===== src/rtl/dca_matrix_row_requester.sv =====
// DCA matrix row requester: turns one block descriptor into one
// LSU load request per row, then pulses blk_done on the last row.
module dca_matrix_row_requester #(
    parameter int MATRIX_SIZE_PARA = 8,
    parameter int BW_ADDR          = 32,
    parameter int BW_STRIDE        = 20,
    parameter int BW_LEN           = 16,
    localparam int BW_IDX =
        (MATRIX_SIZE_PARA > 2) ? $clog2(MATRIX_SIZE_PARA) : 1
) (
    input  logic                 clk,
    input  logic                 rstnn,
    input  logic                 clear,
    input  logic                 enable,
    input  logic                 blk_valid,
    output logic                 blk_ready,
    input  logic [BW_ADDR-1:0]   blk_addr,
    input  logic [BW_STRIDE-1:0] blk_stride_ls3,
    input  logic [BW_IDX-1:0]    blk_num_row_m1,
    input  logic [BW_IDX-1:0]    blk_num_col_m1,
    input  logic [2:0]           blk_elem_lsa_p3,
    output logic                 req_valid,
    input  logic                 req_ready,
    output logic [BW_ADDR-1:0]   req_addr,
    output logic [2:0]           req_bit_offset,
    output logic [BW_LEN-1:0]    req_num_bits,
    output logic [BW_LEN-1:0]    req_len_bytes,
    output logic [BW_IDX-1:0]    req_row,
    output logic                 req_last,
    output logic                 blk_done
);

    localparam int BW_BADDR = BW_ADDR + 3;

    typedef enum logic {
        S_IDLE,
        S_ISSUE
    } state_t;

    state_t                r_state;
    logic [BW_IDX-1:0]     r_row;
    logic [BW_BADDR-1:0]   r_baddr;
    logic [BW_STRIDE-1:0]  r_stride;
    logic [BW_IDX-1:0]     r_row_m1;
    logic [BW_IDX:0]       r_cols;
    logic [2:0]            r_lsa;

    logic                  w_issue;
    logic                  w_row_end;
    logic                  w_fire;
    logic [BW_BADDR-1:0]   w_stride_ext;
    logic [BW_LEN-1:0]     w_cols;
    logic [BW_LEN-1:0]     w_num_bits;
    logic [BW_LEN+3:0]     w_len_sum;

    assign w_issue      = (r_state == S_ISSUE);
    assign w_row_end    = (r_row == r_row_m1);
    assign w_fire       = req_valid & req_ready;
    assign w_stride_ext = BW_BADDR'(r_stride);

    // Cols are stored as a count (not minus one) so reset leaves every
    // derived request field at zero.
    assign w_cols     = BW_LEN'(r_cols);
    assign w_num_bits = w_cols << r_lsa;
    assign w_len_sum  = (BW_LEN+4)'(w_num_bits)
                      + (BW_LEN+4)'(r_baddr[2:0])
                      + (BW_LEN+4)'(7);

    assign blk_ready      = enable & (r_state == S_IDLE);
    assign req_valid      = enable & w_issue;
    assign req_addr       = r_baddr[BW_BADDR-1:3];
    assign req_bit_offset = r_baddr[2:0];
    assign req_num_bits   = w_num_bits;
    assign req_len_bytes  = w_len_sum[BW_LEN+2:3];
    assign req_row        = r_row;
    assign req_last       = w_issue & w_row_end;
    assign blk_done       = w_fire & req_last;

    always_ff @(posedge clk or negedge rstnn) begin
        if (!rstnn) begin
            r_state  <= S_IDLE;
            r_row    <= '0;
            r_baddr  <= '0;
            r_stride <= '0;
            r_row_m1 <= '0;
            r_cols   <= '0;
            r_lsa    <= '0;
        end else if (clear) begin
            r_state <= S_IDLE;
            r_row   <= '0;
            r_baddr <= '0;
        end else if (enable) begin
            unique case (r_state)
                S_IDLE: begin
                    if (blk_valid) begin
                        r_stride <= blk_stride_ls3;
                        r_row_m1 <= blk_num_row_m1;
                        r_cols   <= (BW_IDX+1)'(blk_num_col_m1)
                                  + (BW_IDX+1)'(1);
                        r_lsa    <= blk_elem_lsa_p3;
                        r_baddr  <= {blk_addr, 3'b000};
                        r_row    <= '0;
                        r_state  <= S_ISSUE;
                    end
                end
                S_ISSUE: begin
                    if (req_ready) begin
                        if (w_row_end) begin
                            r_state <= S_IDLE;
                        end else begin
                            r_row   <= r_row + 1'b1;
                            r_baddr <= r_baddr + w_stride_ext;
                        end
                    end
                end
                default: r_state <= S_IDLE;
            endcase
        end
    end

endmodule


===== config.mk =====
export PLATFORM = sky130hd
export DESIGN_NAME = dca_matrix_row_requester
export DESIGN_NICKNAME = d
export VERILOG_FILES = /design/src/rtl/dca_matrix_row_requester.sv
export SDC_FILE = /design/constraint.sdc
export NUM_CORES = 1
export LEC_CHECK = 0
export BUFFER_PORTS_ARGS = -buffer_cell sky130_fd_sc_hd__buf_2
export CAP_MARGIN = 20
export CORE_AREA = 2 2 98 100
export DETAILED_ROUTE_END_ITERATION = 7
export DIE_AREA = 0 0 100 102
export HOLD_SLACK_MARGIN = 0.06
export PLACE_DENSITY = 0.89
export SYNTH_ARGS = -nofsm -noshare
export SYNTH_HDL_FRONTEND = slang
export SYNTH_SLANG_ARGS = --single-unit
export TNS_END_PERCENT = 1

===== constraint.sdc =====
create_clock -name clk -period 8.1 [get_ports clk]
set_input_delay 1.215 -clock clk [delete_from_list [all_inputs] [get_ports clk]]
set_output_delay 1.215 -clock clk [all_outputs]
set_load 0.03 [all_outputs]

## After elaboration in Yosys (flattened, before gate mapping)

Index checks and enable logic that the tools add are counted.

- Register bits after elaboration: 69
- Bits in latches: 0
- Memory bits (writable): 0
- ROM bits: 0
- Input port bits: 67
- Output and inout bits: 74
- Word-level logic and storage cells: 45
- Memories kept: 0

- $add $sub $neg: 5
- $mul: 0
- Div/mod/pow operators: 0
- $lt $le $gt $ge: 0
- Equality and inequality tests: 4
- Shift operators: 1
- Muxes and demuxes: 18
- Bitwise gates (word level): 7
- Reductions and logical operators: 3

Operators by type and width:

| kind | number |
|---|---|
| two-way mux 35 bit | 5 |
| one-hot mux 35 bit (2 select lines) | 1 |
| adder 35 x 20 -> 35 bit | 1 |
| adder 17 x 3 -> 18 bit (second input constant) | 1 |
| adder 16 x 3 -> 17 bit | 1 |
| left shift 4 x 3 -> 16 bit | 1 |
| two-way mux 3 bit | 5 |
| inequality test 3 bit (second input constant) | 3 |
| AND reduction 4 bit | 2 |
| one-hot mux 3 bit (2 select lines) | 1 |
| AND 1 bit | 5 |
| two-way mux 1 bit | 5 |
| adder 3 x 1 -> 4 bit (second input constant) | 1 |
| adder 3 x 1 -> 3 bit (second input constant) | 1 |
| equality test 3 bit | 1 |
| inverter 1 bit | 2 |
| one-hot mux 1 bit (2 select lines) | 1 |
| nonzero test 2 bit | 1 |

## Logic depth before layout (Yosys ltp)

Gate-level depths: netlist (run 1).

- Depth in word-level cells: 6
- Mapped depth: 12
- Depth with buffers taken out: 12

## Worst setup path before layout (run 1)

OpenSTA, ideal clock, no wires.

- Path kind: reg-to-output
- Start point: register r_lsa[1]
- End point: output port req_len_bytes[4]
- Data arrival time: 2.794 ns
- Required time: 6.885 ns
- Setup slack: 4.091 ns
- Cell stages (with the launch flop): 13
- Buffers on the path: 1
- Cell sequence: dfrtp_1 -> clkbuf_1 -> nand2b_1 -> a211o_1 -> ha_1 -> inv_1 -> ha_1 -> nor2b_1 -> o21ai_0 -> nand2b_1 -> a21o_1 -> nand4_1 -> xor2_1

- Word-level cells in the longest chain between the ends: 3

Ends and longest elaborated chain:

| element | line | text |
|---|---|---|
| start: declaration | 46 | `logic [2:0] r_lsa;` |
| start signal: assignment | 100 | `r_lsa <= blk_elem_lsa_p3;` |
| left shift 4 x 3 -> 16 bit | 64 | `assign w_num_bits = w_cols << r_lsa;` |
| adder 16 x 3 -> 17 bit | 66 | `+ (BW_LEN+4)'(r_baddr[2:0])` |
| adder 17 x 3 -> 18 bit | 67 | `+ (BW_LEN+4)'(7);` |
| end: declaration | 27 | `output logic [BW_LEN-1:0] req_len_bytes,` |

No other way between the ends.

## Worst setup path in the final report (run 1)

Ends and elaborated chain as after synthesis.

==> summary.md, run 1 <==
| Metric | Value |
|---|---|
| Synth top area share | 35.4% |
| CTS tree | yes |
| Final Setup Violations | 0 |
| CTS Buf Count | 9 |
| Buffers & Inverters on Critical Path | 2 |
| Yosys reg bits | 69 |
| Slew Limit Fails | 0 |
| Relative slew slack | 39.7% |
| Crit path DAT | 3.16 ns |
| Max Cap Viol | 0 |
| Total track usage | 25.9% |
| First-pass GRT wire length | 20900 um |
| Worst r2r path cells | 10 |
| Seq. cell area | 1730 um2 |
| Fin. Hold Viols | 0 |
| RSZ-0062 raised after global routing | no |
| Synth area leader | dfrtp_1 |
| DRT Wirelength | 12800 um |
| Leak | 2.82 nW |
| Startpoint types | flip-flop |
| Total grt overflow | 0 |
| Most common cell in the netlist | dfrtp_1 |
| GPL Wtd Cong | 0.928 |
| Bufs on Longest Clock Path | 2 |
| I/O pin cnt | 141 |
| Sequential area share after synthesis | 35.4% |
| Cell Chain, Critical Path | mux2_2 -> nor2_1 -> a211o_1 -> ha_1 -> inv_1 -> ha_1 -> nor2b_1 -> o21ai_0 -> nand2b_1 -> a21o_1 -> nand4_1 -> xor2_1 -> buf_2 |
| Setup Fix Bufs, Post-CTS | 0 |
| Core area | 9110 um2 |
| DR iter-0 viols | 224 |
| DRC | 0 |
| Switching share of power | 42.1% |
| Std-Cell Rows | 35 |
| CP max stage cell | dfrtp_1 |
| Flop2flop setup slack | 5.06 ns |
| R2R Path End | r_baddr[34]$_DFFE_PN0P_ |
| Worst EP required | 6.88 ns |
| Int Power | 0.000805 W |
| CTS clk-pin slew, worst paths | 0.08 ns |
| Syn avg cell area | 9.19 um2 |
| Clock sinks | 69 |
| Syn-to-layout area delta | 17.1% |
| Cts-stage hold buffer count | 0 |
| Die Footprint | 10200 um2 |
| Synthesized area | 4870 um2 |
| Drt wl/cell | 16.9 um |
| Start point of the critical path | r_lsa[1]$_DFFE_PN0P_ |
| DP Worst Slack | 4.10 ns |
| Commonest cells post-synth | dfrtp_1, nand2_1, a21oi_1, o21ai_0, mux2_2 |
| Fin worst setup slack | 3.73 ns |
| Top cell by count, worst path | ha_1 |
| Clock period minus worst slack | 4.37 ns |
| Power per cell area | 244 nW/um2 |
| Post-synth top flop | dfrtp_1 |
| Crit. End Element | output pin |
| N_diodes | 0 |
| Worst path depth | 13 |
| Sw Pwr | 0.000586 W |
| Initial Utilization | 53.5% |
| Root buf cell | clkbuf_8 |
| Setup TNS | 0 ns |
| WS Path Type | reg -> out |
| Die H | 102 um |
| I/O Buffers | 127 |
| Max FO, Critical Path | 17 |
| Vias in the first global route | 4380 |
| DR vias | 4521 |
| Fraction of layout cells with a size suffix above 1 | 30.6% |
| Drt first pass iters | 5 |
| Fmax | 229 MHz |
| Die W | 100 um |
| Post-synth EDFFs | 0 |
| Flop pwr share | 32.6% |
| Top Family by Delay on Critical Path | flip-flops |
| Clk_lat worst skew | 0.36 ns |
| Hold_sp | r_stride[0]$_DFFE_PN0P_ |
| Area of placed instances | 5480 um2 |
| Filler cells | 782 |
| DP HPWL | 9540 um |
| Antenna viol nets, final | 0 |
| Hold Crit Depth | 1 |
| Via density | 5.96 |
| Worst r2r src | r_baddr[0]$_DFFE_PN0P_ |
| Syn Inst Count | 530 |
| Largest net degree at the start of global routing | 70 |
| Crit-path max cell delay | 0.59 ns |
| Hold Crit Class | reg -> reg |
| Area occupied by multi-input gates | 2880 um2 |
| Worst Max-Slew Pin Slew | 0.905 ns |
| Syn. warnings | 0 |
| Synth cell types | 70 |
| Period utilisation layout | 54.0% |
| Asr flop ratio synth | 100% |
| Largest cells by area after synthesis | dfrtp_1, mux2_2, ha_1 |
| Final instance area | 5710 um2 |
| CTS resizes | 0 |
| Combinational share of power | 44.3% |
| Clock group share of total power | 23.1% |
| Nets | 736 |
| Antenna violations before repair | 0 |
| Worst Skew | 0.00961 ns |
| Status | finished, final reports clean |
| Hold endpoint | r_stride[0]$_DFFE_PN0P_ |
| Clock H-tree levels | 3 |
| Max rail drop VDD | 0.138 mV |
==> kinds of logic (layout without fill, tap and decap cells) <==
group	after synthesis	in the layout	share of synthesized area (%)
flops	69	69	35.4
buf+inv	61	166	6.52
other cells	1	13	0.0770
compound gates	138	138	19.5
fa+ha+maj	27	27	7.09
xor+xnor	28	28	5.03
mux	43	43	9.60
simple gates	163	163	16.7
==> flip-flops by register name, indices dropped and copies added (netlist names) <==
name and count:
r_state 1, r_lsa 3, r_row_m1 3, r_cols 4, r_stride 20, req_row 3, r_baddr 35
==> metal layers <==
metal	vias up	GRT usage (%)	share of wire [%]
li1	2108	-	-
met1	2182	33.2	42
met2	213	44.2	48
met3	18	4.10	7.9
met4	0	10.3	1.7
met5	-	0	0
==> final cells by class <==
type                            count  area share [%]
Inverter                           19            1.25
Multi-Input combinational cell    412            50.5
Clock buffer                        9            2.17
Timing Repair Buffer              131            11.7
Tap cell                          111            2.43
Sequential cell                    69            30.3
Clock inverter                      7            1.73
==> power groups by stage <==
stage                     clock network [W]  registers (W)  logic (W)
final                              0.000322       0.000454   0.000617
after global routing               0.000338       0.000463   0.000673
after CTS                          0.000325       0.000452   0.000615
after detailed placement                  0       0.000459   0.000609
after global placement                    0       0.000455   0.000593
after floorplan                           0       0.000477   0.000455
==> stage by stage <==
step | instances | power, W | hold WS [ns] | util (%)
after floorplan | 542 | 0.000932 | 0.485 | -
after global placement | 742 | 0.00105 | 0.501 | 60.2
after detailed placement | 742 | 0.00107 | 0.506 | 60.2
after CTS | 758 | 0.00139 | 0.523 | 62.7
after global routing | 758 | 0.00147 | 0.539 | 62.7
final | 758 | 0.00139 | 0.518 | 62.7
==> worst reg2reg max path: stages (launching register included) <==
cell and delay, ns:
dfrtp_1 0.41, ha_1 0.24, fa_1 0.41, a21o_1 0.24, a221oi_4 0.37, o211ai_4 0.16, a211oi_4 0.34, nor3_4 0.12
and2_4 0.20, nand4_1 0.12, mux2_1 0.33
==> how the worst max path moves through the flow <==
stage / to
6_report: req_len_bytes[4]
5_1_grt: req_len_bytes[5]
3_5_place_dp: req_len_bytes[4]
3_3_place_gp: req_len_bytes[5]
2_1_floorplan: req_len_bytes[4]
4_1_cts: req_len_bytes[4]
==> cell usage in the layout (no fill, tap or decap), types with 7 or more instances in the layout <==
master / instances
a21oi_1: 32
o211ai_1: 8
and3_1: 7
mux2i_1: 13
nand4_1: 13
ha_1: 26
clkbuf_8: 9
mux2_2: 29
a21o_1: 8
xnor2_1: 15
nor3_1: 8
nor2b_1: 7
o21ai_0: 32
o21ai_1: 8
nand2_1: 55
buf_2: 127
dfrtp_1: 69
inv_1: 19
conb_1: 13
xor2_1: 13
nand3_1: 17
nor2_1: 28
No activity file was read; power rests on OpenSTA's default activity.
==> inputs of run 2 (changes only) <==
--- a/config.mk
+++ b/config.mk
@@ -7,11 +7,11 @@
 export LEC_CHECK = 0
 export BUFFER_PORTS_ARGS = -buffer_cell sky130_fd_sc_hd__buf_2
 export CAP_MARGIN = 20
-export CORE_AREA = 2 2 98 100
+export CORE_AREA = 2 2 99 101
 export DETAILED_ROUTE_END_ITERATION = 7
-export DIE_AREA = 0 0 100 102
+export DIE_AREA = 0 0 101 103
 export HOLD_SLACK_MARGIN = 0.06
-export PLACE_DENSITY = 0.89
+export PLACE_DENSITY = 0.87
 export SYNTH_ARGS = -nofsm -noshare
 export SYNTH_HDL_FRONTEND = slang
 export SYNTH_SLANG_ARGS = --single-unit
==> constraint.sdc (replaced) <==
create_clock -name clk -period 4.31 [get_ports clk]
set_input_delay 0.6465 -clock clk [delete_from_list [all_inputs] [get_ports clk]]
set_output_delay 0.6465 -clock clk [all_outputs]
set_load 0.03 [all_outputs]
==> summary.md, run 2 (synthesis gave the netlist of run 1 again) <==
| Metric | Value |
|---|---|
| Status | finished, final reports clean (unchanged) |
| Worst Max-Slew Pin Slew | 0.937 ns (was 0.905 ns) |
| Total track usage | 24.4% (was 25.9%) |
| First-pass GRT wire length | 20000 um (was 20900 um) |
| Filler cells | 816 (was 782) |
| Fmax | 264 MHz |
| Sw Pwr | 0.00108 W (was 0.000586 W) |
| Worst r2r src | r_baddr[0]$_DFFE_PN0P_ (unchanged) |
| Initial Utilization | 51.5% (was 53.5%) |
| WS Path Type | reg -> out (unchanged) |
| Relative slew slack | 37.5% (was 39.7%) |
| Antenna viol nets, final | 0 (unchanged) |
| Core area | 9460 um2 (was 9110 um2) |
| Commonest cells after routing, fill and taps aside | buf_2, dfrtp_1, nand2_1, o21ai_0, a21oi_1 (unchanged) |
| Setup Fix Bufs, Post-CTS | 0 (unchanged) |
| DP HPWL | 9450 um (was 9540 um) |
| R2R Path End | r_baddr[34]$_DFFE_PN0P_ (unchanged) |
| Max FO, Critical Path | 17 (unchanged) |
| Leak | 2.84 nW (was 2.82 nW) |
| Final instance area | 5730 um2 (was 5710 um2) |
| Via density | 5.81 (was 5.96) |
| Flop2flop setup slack | 1.28 ns (was 5.06 ns) |
| Antenna violations before repair | 1 (was 0) |
| RSZ-0062 raised after global routing | no (unchanged) |
| Flop pwr share | 32.6% (about the same) |
| Max Cap Viol | 0 (unchanged) |
| Most common cell after layout, fill and taps aside | buf_2 (unchanged) |
| Worst Skew | 0.00743 ns (was 0.00961 ns) |
| Total grt overflow | 0 (unchanged) |
| CTS tree | yes (unchanged) |
| CTS clk-pin slew, worst paths | 0.08 ns (about the same) |
| Final Setup Violations | 0 (unchanged) |
| Die W | 101 um (was 100 um) |
| I/O pin cnt | 141 (unchanged) |
| CP max stage cell | dfrtp_1 (unchanged) |
| Crit-path max cell delay | 0.59 ns (about the same) |
| Power per cell area | 456 nW/um2 (was 244 nW/um2) |
| Setup TNS | 0 ns (unchanged) |
| Die Footprint | 10400 um2 (was 10200 um2) |
| Nets | 738 (was 736) |
| Switching share of power | 41.5% (was 42.1%) |
| Largest Register | r_baddr (unchanged) |
| DR vias | 4432 (was 4521) |
| Final cell count without fillers | 763 (was 758) |
| Top Registers | r_baddr: 35 flops, r_stride: 20 flops, r_cols: 4 flops (unchanged) |
| Period utilisation layout | 88.0% |
| Clk_lat worst skew | 0.36 ns (about the same) |
| Top cell by count, worst path | ha_1 (unchanged) |
| Clock H-tree levels | 3 (unchanged) |
| I/O Buffers | 127 (unchanged) |
| Clock sinks | 69 (unchanged) |
| Start point of the critical path | r_lsa[1]$_DFFE_PN0P_ (unchanged) |
| Syn-to-layout area delta | 17.5% (was 17.1%) |
| Slew Limit Fails | 0 (unchanged) |
| Die H | 103 um (was 102 um) |
| Drt wl/cell | 16.5 um (was 16.9 um) |
| N_diodes | 0 (unchanged) |
| DR iter-0 viols | 162 (was 224) |
| Hold Crit Class | in -> async (was reg -> reg) |
| Combinational share of power | 44.3% (about the same) |
| Max rail drop VDD | 0.289 mV (was 0.138 mV) |
| Cts-stage hold buffer count | 0 (unchanged) |
| CTS resizes | 0 (unchanged) |
| Bufs on Longest Clock Path | 2 (unchanged) |
| Max reg flops | 35 (unchanged) |
| Cell Chain, Critical Path | mux2_2 -> nor2_1 -> a211o_1 -> ha_1 -> inv_1 -> ha_1 -> nor2b_1 -> o21ai_0 -> nand2b_1 -> a21o_1 -> nand4_1 -> o21bai_1 -> buf_2 (was mux2_2 -> nor2_1 -> a211o_1 -> ha_1 -> inv_1 -> ha_1 -> nor2b_1 -> o21ai_0 -> nand2b_1 -> a21o_1 -> nand4_1 -> xor2_1 -> buf_2) |
| GPL Wtd Cong | 0.935 (was 0.928) |
| Worst r2r path cells | 10 (unchanged) |
| DRC | 0 (unchanged) |
| Fraction of layout cells with a size suffix above 1 | 30.8% (was 30.6%) |
| Clock period minus worst slack | 3.79 ns |
| Vias in the first global route | 4185 (was 4380) |
| Worst EP required | 3.66 ns (was 6.88 ns) |
| Std-Cell Rows | 36 (was 35) |
| Drt first pass iters | 5 (unchanged) |
| Fin. Hold Viols | 0 (unchanged) |
| Crit. End Element | output pin (unchanged) |
| DRT Wirelength | 12600 um (was 12800 um) |
| Largest net degree at the start of global routing | 37 (was 70) |
| Startpoint types | flip-flop (unchanged) |
| Root buf cell | clkbuf_8 (unchanged) |
| Inst Count DP | 747 (was 742) |
| Area of placed instances | 5500 um2 (was 5480 um2) |
| Int Power | 0.00153 W (was 0.000805 W) |
| Crit path DAT | 3.15 ns (was 3.16 ns) |
| Finished Core Util | 60.5% (was 62.7%) |
| Crit path to | req_len_bytes[5] (was req_len_bytes[4]) |
| CTS Buf Count | 9 (unchanged) |
| Clock group share of total power | 23.2% (was 23.1%) |
[run 2: changes by cell type in the layout (fill, tap and decap cells not counted), sizes merged]
cell,before,now
buf,131,133
clkbuf,9,10
inv,20,19
[run 2: area by class of cell]
type,count,area (um2),share of cell area (%)
inverters,19,71.3,1.25
clock inverters,6,86.3,1.51
multi-input cells,412,2880,50.3
flip-flops and latches,69,1730,30.2
well taps,114,143,2.49
clock buffers,10,138,2.40
repair buffers,133,681,11.9
[run 2: how the worst min path moves through the flow]
stage,start,to,slack (ns),cells past startpoint
floorplan,rstnn,r_baddr[0]$_DFFE_PN0P_,0.35,0
global placement,r_stride[0]$_DFFE_PN0P_,r_stride[0]$_DFFE_PN0P_,0.50,1
detailed placement,r_stride[6]$_DFFE_PN0P_,r_stride[6]$_DFFE_PN0P_,0.50,1
CTS,rstnn,r_baddr[22]$_DFFE_PN0P_,0.38,1
global route,rstnn,r_stride[14]$_DFFE_PN0P_,0.41,1
finish,rstnn,r_stride[14]$_DFFE_PN0P_,0.36,1
[run 2: power by group through the flow]
stage	logic (W)	registers, W	clock network [W]
finish	0.00115	0.000850	0.000605
global route	0.00126	0.000865	0.000643
CTS	0.00115	0.000848	0.000614
detailed placement	0.00115	0.000861	0
global placement	0.00111	0.000852	0
floorplan	0.000855	0.000896	0
[run 2: per-stage QoR]
stage | setup slack [ns] | power (W) | hold slack [ns]
3_3_place_gp | 0.996 | 0.00196 | 0.497
2_1_floorplan | 0.869 | 0.00175 | 0.351
5_1_grt | 0.306 | 0.00277 | 0.409
6_report | 0.518 | 0.00261 | 0.357
4_1_cts | 0.501 | 0.00262 | 0.382
3_5_place_dp | 0.900 | 0.00201 | 0.503
[run 2: critical path: cells and delay by family (launching register included)]
family,cells,cell delay (ns)
AND/OR/NAND/NOR,4,0.42
multiplexers,1,0.25
adder cells (fa/ha/maj),2,0.54
buffers and inverters,2,0.25
AO/OA/AOI/OAI,4,0.75
flip-flops,1,0.59
[run 2: layer usage]
layer | wire length (um) | GRT usage (%) | vias to the layer above
met5 | 13 | 0 | -
met4 | 182 | 8.32 | 2
met3 | 829 | 5.63 | 23
met2 | 6130 | 41.7 | 173
met1 | 5440 | 30.7 | 2129
li1 | - | - | 2105
